$ cat config.mk
export PLATFORM = sky130hd
export DESIGN_NAME = mc_lsu_flat
export DESIGN_NICKNAME = d
export VERILOG_FILES = /design/src/rtl/mc_lsu_if.sv /design/src/rtl/mc_lsu.sv /design/src/flat_wrapper.sv
export SDC_FILE = /design/constraint.sdc
export NUM_CORES = 1
export LEC_CHECK = 0
export ABC_AREA = 1
export CAP_MARGIN = 10
export CELL_PAD_IN_SITES_DETAIL_PLACEMENT = 1
export CELL_PAD_IN_SITES_GLOBAL_PLACEMENT = 1
export CORE_MARGIN = 3
export CORE_UTILIZATION = 35
export DETAILED_ROUTE_END_ITERATION = 8
export PLACE_DENSITY = 0.9
export SYNTH_ARGS = -nofsm -noshare
export SYNTH_HDL_FRONTEND = slang
export SYNTH_SLANG_ARGS = --single-unit
export TNS_END_PERCENT = 20
$ cat constraint.sdc
create_clock -name clk -period 2.4 [get_ports clk]
set_input_delay 0.48 -clock clk [delete_from_list [all_inputs] [get_ports clk]]
set_output_delay 0.48 -clock clk [all_outputs]
set_load 0.02 [all_outputs]
$ cat src/rtl/mc_lsu_if.sv
// mc_lsu_if: bundles the three bus groups of the load/store unit.
//   req_*  core -> LSU request, with its req_ready handshake
//   resp_* LSU -> core completion pulse, read data and fault code
//   mem_*  LSU -> unified memory port (mem_req/mem_rdy handshake)
// Modports:
//   master - the surroundings: core control FSM and memory
//   slave  - the LSU itself
interface mc_lsu_if #(
  parameter int XLEN = 32,
  parameter int AW   = 32
);
  localparam int NB = XLEN / 8;

  logic            req_valid;
  logic            req_ready;
  logic            req_we;
  logic [1:0]      req_size;
  logic            req_unsigned;
  logic [AW-1:0]   req_addr;
  logic [XLEN-1:0] req_wdata;

  logic            resp_valid;
  logic [XLEN-1:0] resp_rdata;
  logic [1:0]      resp_fault;

  logic            mem_req;
  logic [AW-1:0]   mem_addr;
  logic            mem_we;
  logic [NB-1:0]   mem_wstrb;
  logic [XLEN-1:0] mem_wdata;
  logic            mem_rdy;
  logic [XLEN-1:0] mem_rdata;

  modport master (
    output req_valid, req_we, req_size, req_unsigned, req_addr, req_wdata,
    input  req_ready,
    input  resp_valid, resp_rdata, resp_fault,
    input  mem_req, mem_addr, mem_we, mem_wstrb, mem_wdata,
    output mem_rdy, mem_rdata
  );

  modport slave (
    input  req_valid, req_we, req_size, req_unsigned, req_addr, req_wdata,
    output req_ready,
    output resp_valid, resp_rdata, resp_fault,
    output mem_req, mem_addr, mem_we, mem_wstrb, mem_wdata,
    input  mem_rdy, mem_rdata
  );
endinterface

$ cat src/rtl/mc_lsu.sv
// mc_lsu: load/store unit for the multi-cycle core's unified memory port.
// Accepts one request at a time, issues a single bus cycle with lane-aligned
// data and byte strobes, extends read data, and reports misaligned,
// illegal-size and bus-timeout faults. Any fault sets a sticky halt flag.
// Ports:
//   clk, sys_rst_n  clock and asynchronous active-low reset
//   bus             mc_lsu_if.slave (req_*, resp_*, mem_* groups)
//   halt            sticky fault flag, cleared only by reset
//   busy            high whenever the unit is not idle
module mc_lsu #(
  parameter int XLEN    = 32,
  parameter int AW      = 32,
  parameter int TIMEOUT = 255
) (
  input  logic     clk,
  input  logic     sys_rst_n,
  mc_lsu_if.slave  bus,
  output logic     halt,
  output logic     busy
);
  localparam int NB = XLEN / 8;
  localparam int OB = $clog2(NB);
  localparam bit HAS_DW = (XLEN == 64);

  localparam logic [1:0] S_IDLE   = 2'd0;
  localparam logic [1:0] S_ACCESS = 2'd1;
  localparam logic [1:0] S_RESP   = 2'd2;

  localparam logic [1:0] F_OK   = 2'b00;
  localparam logic [1:0] F_MIS  = 2'b01;
  localparam logic [1:0] F_TO   = 2'b10;
  localparam logic [1:0] F_SIZE = 2'b11;

  logic [1:0]      state;
  logic [15:0]     cnt;
  logic [1:0]      size_q;
  logic            uns_q;
  logic [OB-1:0]   off_q;
  logic [AW-1:0]   addr_q;
  logic            we_q;
  logic [NB-1:0]   wstrb_q;
  logic [XLEN-1:0] wdata_q;
  logic [XLEN-1:0] rdata_q;
  logic [1:0]      fault_q;
  logic            halt_q;

  // Request decode: fault classification, strobes and lane replication.
  logic [1:0]      req_fault;
  logic [NB-1:0]   req_strb;
  logic [XLEN-1:0] req_wrep;
  logic [OB-1:0]   req_off;

  assign req_off = bus.req_addr[OB-1:0];

  // NOTE: every output of a combinational block gets a default first, so no
  // path through the case leaves it unassigned and a latch is never inferred.
  always_comb begin
    req_fault = F_OK;
    req_strb  = '1;
    req_wrep  = '0;
    unique case (bus.req_size)
      2'b00: begin
        req_strb = NB'(1) << req_off;
        req_wrep = {NB{bus.req_wdata[7:0]}};
      end
      2'b01: begin
        if (bus.req_addr[0]) req_fault = F_MIS;
        req_strb = NB'(2'b11) << req_off;
        req_wrep = {(NB/2){bus.req_wdata[15:0]}};
      end
      2'b10: begin
        if (|bus.req_addr[1:0]) req_fault = F_MIS;
        req_strb = NB'(4'hF) << req_off;
        req_wrep = {(NB/4){bus.req_wdata[31:0]}};
      end
      default: begin
        if (!HAS_DW)                 req_fault = F_SIZE;
        else if (|bus.req_addr[2:0]) req_fault = F_MIS;
        req_strb = '1;
        req_wrep = bus.req_wdata;
      end
    endcase
    // Loads read the whole word; the lane is picked out on return.
    if (!bus.req_we) begin
      req_strb = '1;
      req_wrep = '0;
    end
  end

  // Read-data lane extraction and sign/zero extension.
  logic [XLEN-1:0] lane;
  logic [XLEN-1:0] ext;

  assign lane = bus.mem_rdata >> {off_q, 3'b000};

  always_comb begin
    ext = lane;
    unique case (size_q)
      2'b00:   ext = uns_q ? XLEN'(lane[7:0])  : XLEN'($signed(lane[7:0]));
      2'b01:   ext = uns_q ? XLEN'(lane[15:0]) : XLEN'($signed(lane[15:0]));
      2'b10:   ext = uns_q ? XLEN'(lane[31:0]) : XLEN'($signed(lane[31:0]));
      default: ext = lane;
    endcase
  end

  // NOTE: state registers use non-blocking assignments so all flops update
  // together at the edge regardless of statement order.
  // NOTE: the datapath registers are reset as well, because every bus and
  // response output must read 0 straight out of reset.
  always_ff @(posedge clk or negedge sys_rst_n) begin
    if (!sys_rst_n) begin
      state   <= S_IDLE;
      cnt     <= '0;
      size_q  <= '0;
      uns_q   <= 1'b0;
      off_q   <= '0;
      addr_q  <= '0;
      we_q    <= 1'b0;
      wstrb_q <= '0;
      wdata_q <= '0;
      rdata_q <= '0;
      fault_q <= F_OK;
      halt_q  <= 1'b0;
    end else begin
      unique case (state)
        S_IDLE: begin
          if (bus.req_valid) begin
            size_q  <= bus.req_size;
            uns_q   <= bus.req_unsigned;
            off_q   <= req_off;
            addr_q  <= bus.req_addr & ~AW'(NB - 1);
            we_q    <= bus.req_we;
            wstrb_q <= req_strb;
            wdata_q <= req_wrep;
            cnt     <= '0;
            if (req_fault != F_OK) begin
              // Faulted requests never reach the bus.
              fault_q <= req_fault;
              rdata_q <= '0;
              halt_q  <= 1'b1;
              state   <= S_RESP;
            end else begin
              state <= S_ACCESS;
            end
          end
        end
        S_ACCESS: begin
          if (bus.mem_rdy) begin
            fault_q <= F_OK;
            rdata_q <= we_q ? '0 : ext;
            state   <= S_RESP;
          end else if (cnt == 16'(TIMEOUT - 1)) begin
            // cnt counts completed wait cycles, so mem_req is held for
            // exactly TIMEOUT cycles before giving up.
            fault_q <= F_TO;
            rdata_q <= '0;
            halt_q  <= 1'b1;
            state   <= S_RESP;
          end else begin
            cnt <= cnt + 16'd1;
          end
        end
        default: state <= S_IDLE;
      endcase
    end
  end

  assign bus.req_ready  = (state == S_IDLE);
  assign busy           = (state != S_IDLE);
  assign bus.resp_valid = (state == S_RESP);
  assign bus.resp_rdata = rdata_q;
  assign bus.resp_fault = fault_q;
  assign bus.mem_req    = (state == S_ACCESS);
  assign bus.mem_addr   = addr_q;
  assign bus.mem_we     = (state == S_ACCESS) & we_q;
  assign bus.mem_wstrb  = wstrb_q;
  assign bus.mem_wdata  = wdata_q;
  assign halt           = halt_q;
endmodule
$ cat src/flat_wrapper.sv
// flat-port wrapper written by rule: the top's interface ports become plain ports
module mc_lsu_flat 
#(
  parameter int XLEN    = 32,
  parameter int AW      = 32,
  parameter int TIMEOUT = 255
)
  (clk, sys_rst_n, halt, busy, bus_req_valid, bus_req_we, bus_req_size, bus_req_unsigned, bus_req_addr, bus_req_wdata, bus_req_ready, bus_resp_valid, bus_resp_rdata, bus_resp_fault, bus_mem_req, bus_mem_addr, bus_mem_we, bus_mem_wstrb, bus_mem_wdata, bus_mem_rdy, bus_mem_rdata);
  mc_lsu_if #(.XLEN(XLEN), .AW(AW)) bus_i ();
  input  logic clk;
  input  logic sys_rst_n;
  output logic halt;
  output logic busy;
  input wire logic [$bits(bus_i.req_valid)-1:0] bus_req_valid;
  input wire logic [$bits(bus_i.req_we)-1:0] bus_req_we;
  input wire logic [$bits(bus_i.req_size)-1:0] bus_req_size;
  input wire logic [$bits(bus_i.req_unsigned)-1:0] bus_req_unsigned;
  input wire logic [$bits(bus_i.req_addr)-1:0] bus_req_addr;
  input wire logic [$bits(bus_i.req_wdata)-1:0] bus_req_wdata;
  output wire logic [$bits(bus_i.req_ready)-1:0] bus_req_ready;
  output wire logic [$bits(bus_i.resp_valid)-1:0] bus_resp_valid;
  output wire logic [$bits(bus_i.resp_rdata)-1:0] bus_resp_rdata;
  output wire logic [$bits(bus_i.resp_fault)-1:0] bus_resp_fault;
  output wire logic [$bits(bus_i.mem_req)-1:0] bus_mem_req;
  output wire logic [$bits(bus_i.mem_addr)-1:0] bus_mem_addr;
  output wire logic [$bits(bus_i.mem_we)-1:0] bus_mem_we;
  output wire logic [$bits(bus_i.mem_wstrb)-1:0] bus_mem_wstrb;
  output wire logic [$bits(bus_i.mem_wdata)-1:0] bus_mem_wdata;
  input wire logic [$bits(bus_i.mem_rdy)-1:0] bus_mem_rdy;
  input wire logic [$bits(bus_i.mem_rdata)-1:0] bus_mem_rdata;
  assign bus_i.req_valid = bus_req_valid;
  assign bus_i.req_we = bus_req_we;
  assign bus_i.req_size = bus_req_size;
  assign bus_i.req_unsigned = bus_req_unsigned;
  assign bus_i.req_addr = bus_req_addr;
  assign bus_i.req_wdata = bus_req_wdata;
  assign bus_req_ready = bus_i.req_ready;
  assign bus_resp_valid = bus_i.resp_valid;
  assign bus_resp_rdata = bus_i.resp_rdata;
  assign bus_resp_fault = bus_i.resp_fault;
  assign bus_mem_req = bus_i.mem_req;
  assign bus_mem_addr = bus_i.mem_addr;
  assign bus_mem_we = bus_i.mem_we;
  assign bus_mem_wstrb = bus_i.mem_wstrb;
  assign bus_mem_wdata = bus_i.mem_wdata;
  assign bus_i.mem_rdy = bus_mem_rdy;
  assign bus_i.mem_rdata = bus_mem_rdata;
  mc_lsu #(.XLEN(XLEN), .AW(AW), .TIMEOUT(TIMEOUT)) u_core (.clk(clk), .sys_rst_n(sys_rst_n), .bus(bus_i), .halt(halt), .busy(busy));
endmodule
**Word-level counts from Yosys, hierarchy flattened**

Cells that the tools add are included.

- Flip-flop bits (word level): 125
- Bits of input ports: 104
- Output and inout bits: 108
- Logic and storage cells: 76

- Add/subtract/negate cells: 1
- Equality and inequality tests: 12
- Shift operators: 4
- Mux-type cells: 34
- Bitwise gates (word level): 1
- Reduce and logical (&&, ||, !) cells: 12

Operator list:

| operator | number |
|---|---|
| two-way mux 32 bit | 8 |
| one-hot mux 32 bit (2 select lines) | 3 |
| two-way mux 16 bit | 3 |
| one-hot mux 16 bit (2 select lines) | 1 |
| >> shifter 32 x 5 -> 32 bit | 1 |
| adder 16 x 1 -> 16 bit (second input constant) | 1 |
| == test 16 x 8 -> 1 bit (second input constant) | 1 |
| two-way mux 2 bit | 7 |
| one-hot mux 4 bit (3 select lines) | 1 |
| one-hot mux 2 bit (2 select lines) | 2 |
| AND reduction 4 bit | 2 |
| == test 2 x 1 -> 1 bit (second input constant) | 3 |
| logical NOT 2 bit | 3 |
| two-way mux 1 bit | 6 |
| inequality test 2 bit (second input constant) | 3 |
| one-hot mux 2 bit (3 select lines) | 1 |
| nonzero test 2 bit | 3 |
| AND reduction 5 bit | 1 |
| == test 2 bit (second input constant) | 2 |
| two-way mux 4 bit | 1 |
| inequality test 2 x 1 -> 1 bit (second input constant) | 2 |
| AND reduction 2 bit | 2 |
| << shifter 1 x 2 -> 4 bit (first input constant) | 1 |
| << shifter 2 x 2 -> 4 bit (first input constant) | 1 |
| 5 further kinds | 5 |

**Logic depth before layout (Yosys ltp)**

Gate-level depths: netlist of run 1.

- Word-level depth: 7
- Gate-level depth with buffers: 11
- Mapped depth without buffers: 9

**Worst setup path before layout of run 1**

OpenSTA, ideal clock, no wires.

- Path type: input -> register
- Start: input bus_req_size[1]
- End: register u_core.rdata_q[23], in the netlist u_core.bus.resp_rdata[23]
- Setup time: 0.066 ns
- Data arrival time: 1.685 ns
- Required time: 2.334 ns
- Path slack: 0.649 ns
- Stages on the path: 11
- Buffers on the path: 2
- Cells stage by stage: inv_1 ha_1 buf_2 nand2_1 inv_1 o21ai_0 nand3_1 nand3_4 buf_6 nand2_1 nand2_1

- Longest elaborated chain between the ends: 5
- Elaborated cells on any way between the ends: 7
- Those cells by class: 3 x eq/ne; 1 x mux; 3 x reduce/logical

Ends and longest elaborated chain:

| item | line | text |
|---|---|---|
| start, declared | flat_wrapper.sv:16 | `input wire logic [$bits(bus_i.req_size)-1:0] bus_req_size;` |
| == test 2 bit, or another cell as far along | mc_lsu.sv:61 | `unique case (bus.req_size)` |
| one-hot mux 2 bit (3 select lines) * | mc_lsu.sv:61 |  |
| nonzero test 2 bit * | mc_lsu.sv:136 | `if (req_fault != F_OK) begin` |
| inequality test 2 x 1 -> 1 bit (no source line) * | n/a |  |
| AND reduction 4 bit (no source line) * | n/a |  |
| end signal, assigned | mc_lsu.sv:150 | `rdata_q <= we_q ? '0 : ext;` |
| end, declared | mc_lsu.sv:43 | `logic [XLEN-1:0] rdata_q;` |

Every way passes the cells marked *; elsewhere a longest branch is shown, timed or not.
A chain may end at the register's enable or synchronous reset.

**Worst setup path after layout of run 1**

- Start: register u_core.state[1]
- End: output bus_mem_we

- Longest elaborated chain between the ends: 2

Ends and longest elaborated chain:

| item | line | text |
|---|---|---|
| start, declared | mc_lsu.sv:34 | `logic [1:0] state;` |
| start signal, assigned | mc_lsu.sv:112 | `state <= S_IDLE;` |
| start signal, assigned | mc_lsu.sv:141 | `state <= S_RESP;` |
| start signal, assigned | mc_lsu.sv:143 | `state <= S_ACCESS;` |
| == test 2 x 1 -> 1 bit | mc_lsu.sv:175 | `assign bus.mem_we = (state == S_ACCESS) & we_q;` |
| AND 1 bit | mc_lsu.sv:175 |  |
| end, declared | flat_wrapper.sv:26 | `output wire logic [$bits(bus_i.mem_we)-1:0] bus_mem_we;` |

Every way passes these cells.

==> metrics.txt, run 1 <==
P per Cell Area=1256 nW/µm²; part of the power in registers=29.7%; min Tclk post-route=2.296 ns; post-synth cell types=35; Critical Path RT=1.92 ns; Synth Area in Simple Gates=32.88%; Post-CTS Setup Bufs=0; share of cells above drive strength 1=7.407%; hpwl dp=16,410 µm; mux cell area share after synthesis=less than 1%; Layout area overhead=47.37%; Worst Setup End Kind=primary output; final core utilization=53.30%; vias in the first global route=6,907; Worst setup SP type=flip-flop; initial antenna violation count=0; hold path start=u_core.bus.mem_addr[4]$_DFFE_PN0P_; CTS Buffer Depth=2; wire length per cell=17.17 µm; Post-Syn Instances=831; Reg2Reg Launch Point=u_core.off_q[0]$_DFFE_PN0P_; Clock Latency Late Sink=0.42 ns; sequential area share after synthesis=49.49%; Row Count=48; arrival time worst endpoint=1.82 ns; post-route setup TNS=0 ns; largest family of logic cells by synthesized area=simple AND/OR/NAND/NOR gates; VDD IR max=0.6853 mV; outcome=finished clean; aggregate global routing overflow=0; Buffers on Ports=209; Async S/R FF share, synth=100.0%; Int Power=between 6000 and 7000 µW; syn_area_per_cell=7.607 µm²; worst r2r path cells=8; Initial Utilization=36.17%; Final period util=95.65%; top_reg_cell synth=dfrtp_1; GRT Util Overall=22.81%; die footprint=19,710 µm²; floorplan die height=about 140 µm; crit path max fanout=5; worst hold path type=flip-flop to flip-flop; max-cap viol count=0; Hold Vio Cnt, Final=0; DR vias/cell=roughly 5; Detailed Routing Iterations Pass 1=4; CTS tree=built; # nets final=1,151; H-tree levels=4; Compound-Gate Fraction of Synth Area=9.165%; # setup viols final=0; Post-synth EDFFs=0; first-pass GRT wire length=36,400 µm; Final Max Tran Viols=0; commonest non-fill, non-tap cell in the layout=nand2_1; DRC=0; Routed Antenna Nets=0; most frequent cells in the layout=nand2_1, clkdlybuf4s50_1, dfrtp_1; clock power share=21.4%; Max Clock Skew=0.008666 ns; fmax=435.6 MHz; Synth Register Bits=approximately 130; critical path type=flip-flop to primary output; Comb pwr share=48.8%; worst hold path endpoint=u_core.bus.mem_addr[4]$_DFFE_PN0P_; core area=17,480 µm²; R2R Setup Slk=between 0.4 and 0.5 ns; net switching power=4847 µW; Synth warnings=0; PostCTS Resize Cnt=0; ANT cells=0; io pins=212; post-synthesis share of cell area spent on full adders, half adders and majority gates=under 10%; Leakage=0.004466 µW; clock sinks=125; DRT iter0 DRCs=between 300 and 400; Netlist Area Pre-Place=between 6000 and 7000 µm²; r2r endpoint=u_core.bus.resp_rdata[21]$_DFFE_PN0P_; Synth Area in XOR/XNOR=less than 1%; via count=roughly 6,400; Die Wd=roughly 140 µm; Hold Path Depth=2; Switching Fraction=41.42%; RePlAce Congestion=0.8575; TritonCTS Buffers=17; RSZ-0062 raised after global routing=no; Worst-path clk slew=0.05 ns; CTS Hold Bufs=1; CTS root buffer=clkbuf_16; final wirelength=21,940 µm; fin area=about 9300 µm²; largest net degree at the start of global routing=between 40 and 50; placed cell area=8730 µm²
routing by layer:
metal | vias to the layer above | GRT usage (%) | wire, µm | part of all wire [%]
met2 | 182 | 38.84 | 10990 | 50
met1 | 3108 | 28.61 | 9236 | 42
li1 | 3087 | - | - | -
met5 | - | 0 | 0 | 0
met3 | 32 | 4.882 | 1184 | 5.4
met4 | 0 | 8.210 | 529 | 2.4
cell families after synthesis:
family | Yosys count
muxes | 2
adders and majority gates | 6
AOI/OAI and AO/OA | 102
buffers and inverters | 96
other | 1
and+or+nand+nor | 496
xor gates and xnor gates | 3
DFF | 125
final cells by class:
type | count | area (µm²)
tap | 225 | 281.5
clock inverter | 10 | 115.1
fill | 2161 | 8162
multi-input combinational | 611 | 2793
timing repair buffer | 234 | 2342
sequential | 125 | 3128
clock buffer | 21 | 460.4
inverter | 52 | 195.2
critical path, stage by stage, from the launching register on:
cell             delay [ns]
dfrtp_1                0.41
inv_2                  0.08
nand2_2                0.15
nor2_1                 0.13
clkdlybuf4s50_1        0.63
synthesized netlist by cell type (7+ instances only):
cell / number / area share, %
o21ai_0: 60 / 4.8
o211ai_1: 16 / 1.9
nand4_1: 7 / 0.69
nor2_1: 35 / 2.1
dfrtp_1: 125 / 49
nand3_1: 86 / 6.8
a21oi_1: 10 / 0.79
clkbuf_1: 25 / 1.5
nand2_1: 350 / 21
inv_1: 45 / 2.7
o31ai_1: 7 / 0.83
registers in the layout, indices dropped and copies added, names as in the netlist:
name                   count
u_core.halt                1
u_core.off_q               2
u_core.bus.resp_rdata     32
u_core.size_q              2
u_core.bus.mem_wdata      32
u_core.state               2
u_core.we_q                1
u_core.uns_q               1
u_core.bus.mem_addr       30
u_core.cnt                16
u_core.bus.resp_fault      2
u_core.bus.mem_wstrb       4
worst max-delay path by stage:
stage	cells after the start	end	slack, ns	start
final	4	bus_mem_we	0.10	u_core.state[1]$_DFFE_PN0P_
after global routing	4	bus_mem_we	0.05	u_core.state[1]$_DFFE_PN0P_
after CTS	4	bus_mem_we	0.08	u_core.state[1]$_DFFE_PN0P_
after detailed placement	9	u_core.bus.resp_rdata[5]$_DFFE_PN0P_	0.04	bus_req_size[0]
after global placement	9	u_core.bus.resp_rdata[4]$_DFFE_PN0P_	0.14	bus_req_size[0]
after floorplan	11	u_core.bus.resp_rdata[23]$_DFFE_PN0P_	0.65	bus_req_size[1]
stage by stage:
stage          total power (µW)  setup WS (ns)  hold WS (ns)  std cells
2_1_floorplan              6491         0.6490        0.1844        832
5_1_grt                   12480        0.04811        0.4934       1278
6_report                  11700         0.1044        0.4694       1278
3_3_place_gp               9036         0.1389        0.4347       1246
3_5_place_dp               9256        0.03757        0.4469       1246
4_1_cts                   11840        0.08239        0.4715       1278
power groups by stage:
stage | sequential (µW) | clock (µW) | combinational [µW]
after floorplan | 4310 | 0 | 2180
after global placement | 3470 | 0 | 5570
after detailed placement | 3510 | 0 | 5750
after CTS | 3490 | 2560 | 5790
after global routing | 3590 | 2660 | 6230
final | 3480 | 2510 | 5720
No activity file was read; power rests on OpenSTA's default activity.
==> run 2, diff against run 1 <==
- DONT_BUFFER_PORTS: default -> 1
- MAX_ROUTING_LAYER: default -> met4
- PLACE_DENSITY: 0.9 -> 0.68
==> run 2 against run 1 <==
  * The flow now finishes with violations (hold timing)
  * Critical path depth grew 3
  * Die area stayed put
  * Total power down 15%
  * Cell count down 17%
  * Core utilization is 13 points lower
  * Highest routed layer unchanged
  * Largest cell class unchanged
==> metrics.txt, run 2 (synthesized netlist as in run 1, its figures left out) <==
outcome=finished, violations left; failing checks=hold timing; # setup viols final=0; Buffers on Ports=0; via count=5,589; Setup WS pre-CTS=0.2690 ns; Post-CTS Setup Bufs=0; clock sinks=125; Slowest-stage cell, CP=dfrtp_1; GRT Util Overall=between 20 and 25%; io pins=212; TritonCTS Buffers=17; Max Clock Skew=about 0.018 ns; ANT cells=0; PostCTS Resize Cnt=0; Non-Filler Instances=1,060; CTS Buffer Depth=2; DR vias/cell=5.273; P per Cell Area=1402 nW/µm²; VDD IR max=0.5258 mV; first-pass GRT wire length=about 32,000 µm; crit-path leading delay family=simple AND/OR/NAND/NOR gates; Layout area overhead=12.57%; Rel. slew slack=61.18%; DRC=0; Fin Hold WS=-0.2451 ns; share of cells above drive strength 1=under 10%; Hold Vio Cnt, Final=125; CP max stage delay=0.54 ns; RSZ-0062 raised after global routing=no; Critical Path RT=2.70 ns; floorplan die height=between 100 and 150 µm; worst path bufs/invs=1; Die Wd=about 140 µm; crit path max fanout=16; Placed Instances=1,028; Initial Utilization=36.17%; Worst-path clk slew=about 0.06 ns; final setup margin=0.2922 ns; Clock Latency Late Sink=0.42 ns; vias in the first global route=5,940; aggregate global routing overflow=0; die footprint=about 20,000 µm²; final core utilization=40.71%; placed cell area=6510 µm²; critical path type=flip-flop to flip-flop; wire length per cell=18.46 µm; Final Max Tran Viols=0; CTS root buffer=clkbuf_16; RePlAce Congestion=0.8244; Worst Setup End Kind=flip-flop; worst hold path type=input port to asynchronous set/reset pin; final wirelength=19,570 µm; commonest non-fill, non-tap cell in the layout=nand2_1; H-tree levels=4; # nets final=between 900 and 1,000; Final period util=87.83%; Row Count=between 40 and 50; Layout fillers=2,167; CTS tree=built; fin area=just over 7000 µm²; fmax=about 470 MHz; DRT iter0 DRCs=~260; Leakage=0.003620 µW; Worst setup SP type=flip-flop; Worst-Margin Slew=a little under 0.6 ns; hpwl dp=14,430 µm; largest net degree at the start of global routing=126; Routed Antenna Nets=0; arrival time worst endpoint=about 2.4 ns; Reg2Reg Launch Point=u_core.off_q[0]$_DFFE_PN0P_; Detailed Routing Iterations Pass 1=5; max-cap viol count=0; most frequent cells in the layout=nand2_1, dfrtp_1, nand3_1; initial antenna violation count=0; core area=17,480 µm²; crit-path cells=clkinv_1, nand2_1, nand3_1, nand3_2, nand3_2, nand3_1, nand2_1; post-route setup TNS=0 ns; worst setup path startpoint=u_core.off_q[0]$_DFFE_PN0P_; min Tclk post-route=2.108 ns
## run 2: cell types whose count changed in the layout (fill, tap and decap cells not counted), moves of 2 or more
| cell | delta |
|---|---|
| clkdlybuf4s50_1 | -208 |
| buf_12 | -5 |
| buf_4 | -5 |
| inv_6 | +2 |
## run 2: per-layer routing
metal  vias up  track usage [%]  wire, µm
li1       2642                -         -
met1      2728            24.79      8364
met5         -                -         0
met3        20            7.579      1750
met4         0            5.966       325
met2       199            32.46      9127
## run 2: where the power goes
group | internal [µW] | switching, µW | total, µW
combinational | 831 | 1930 | 2760
sequential | 2920 | 1630 | 4550
clock | 1670 | 1000 | 2670
total | 5420 | 4550 | 9980
## run 2: worst paths after layout
path / to / slack [ns] / cells past startpoint
max: u_core.bus.resp_rdata[28]$_DFFE_PN0P_ / 0.29 / 7
min: u_core.cnt[4]$_DFFE_PN0P_ / -0.25 / 0
max reg2reg: u_core.bus.resp_rdata[28]$_DFFE_PN0P_ / 0.29 / 7
min reg2reg: u_core.uns_q$_DFFE_PN0P_ / 0.52 / 2
max in group asynchronous: u_core.bus.resp_rdata[31]$_DFFE_PN0P_ / 2.48 / 0
min in group clk: u_core.uns_q$_DFFE_PN0P_ / 0.17 / 2
## run 2: cell type report
type | count | area [µm²] | area share, %
Inverter | 52 | 195.2 | 2.743
Timing Repair Buffer | 15 | 112.6 | 1.583
Clock buffer | 20 | 446.7 | 6.277
Multi-Input combinational cell | 611 | 2793 | 39.25
Tap cell | 225 | 281.5 | 3.956
Clock inverter | 12 | 158.9 | 2.233
Sequential cell | 125 | 3128 | 43.96
## run 2: through the flow
| stage | hold slack [ns] | power [µW] |
|---|---|---|
| 6_report | -0.2451 | 9977 |
| 5_1_grt | -0.2698 | 10670 |
| 4_1_cts | -0.2610 | 10120 |
| 3_5_place_dp | 0.1902 | 7400 |
| 3_3_place_gp | 0.1913 | 7233 |
| 2_1_floorplan | 0.1844 | 6491 |
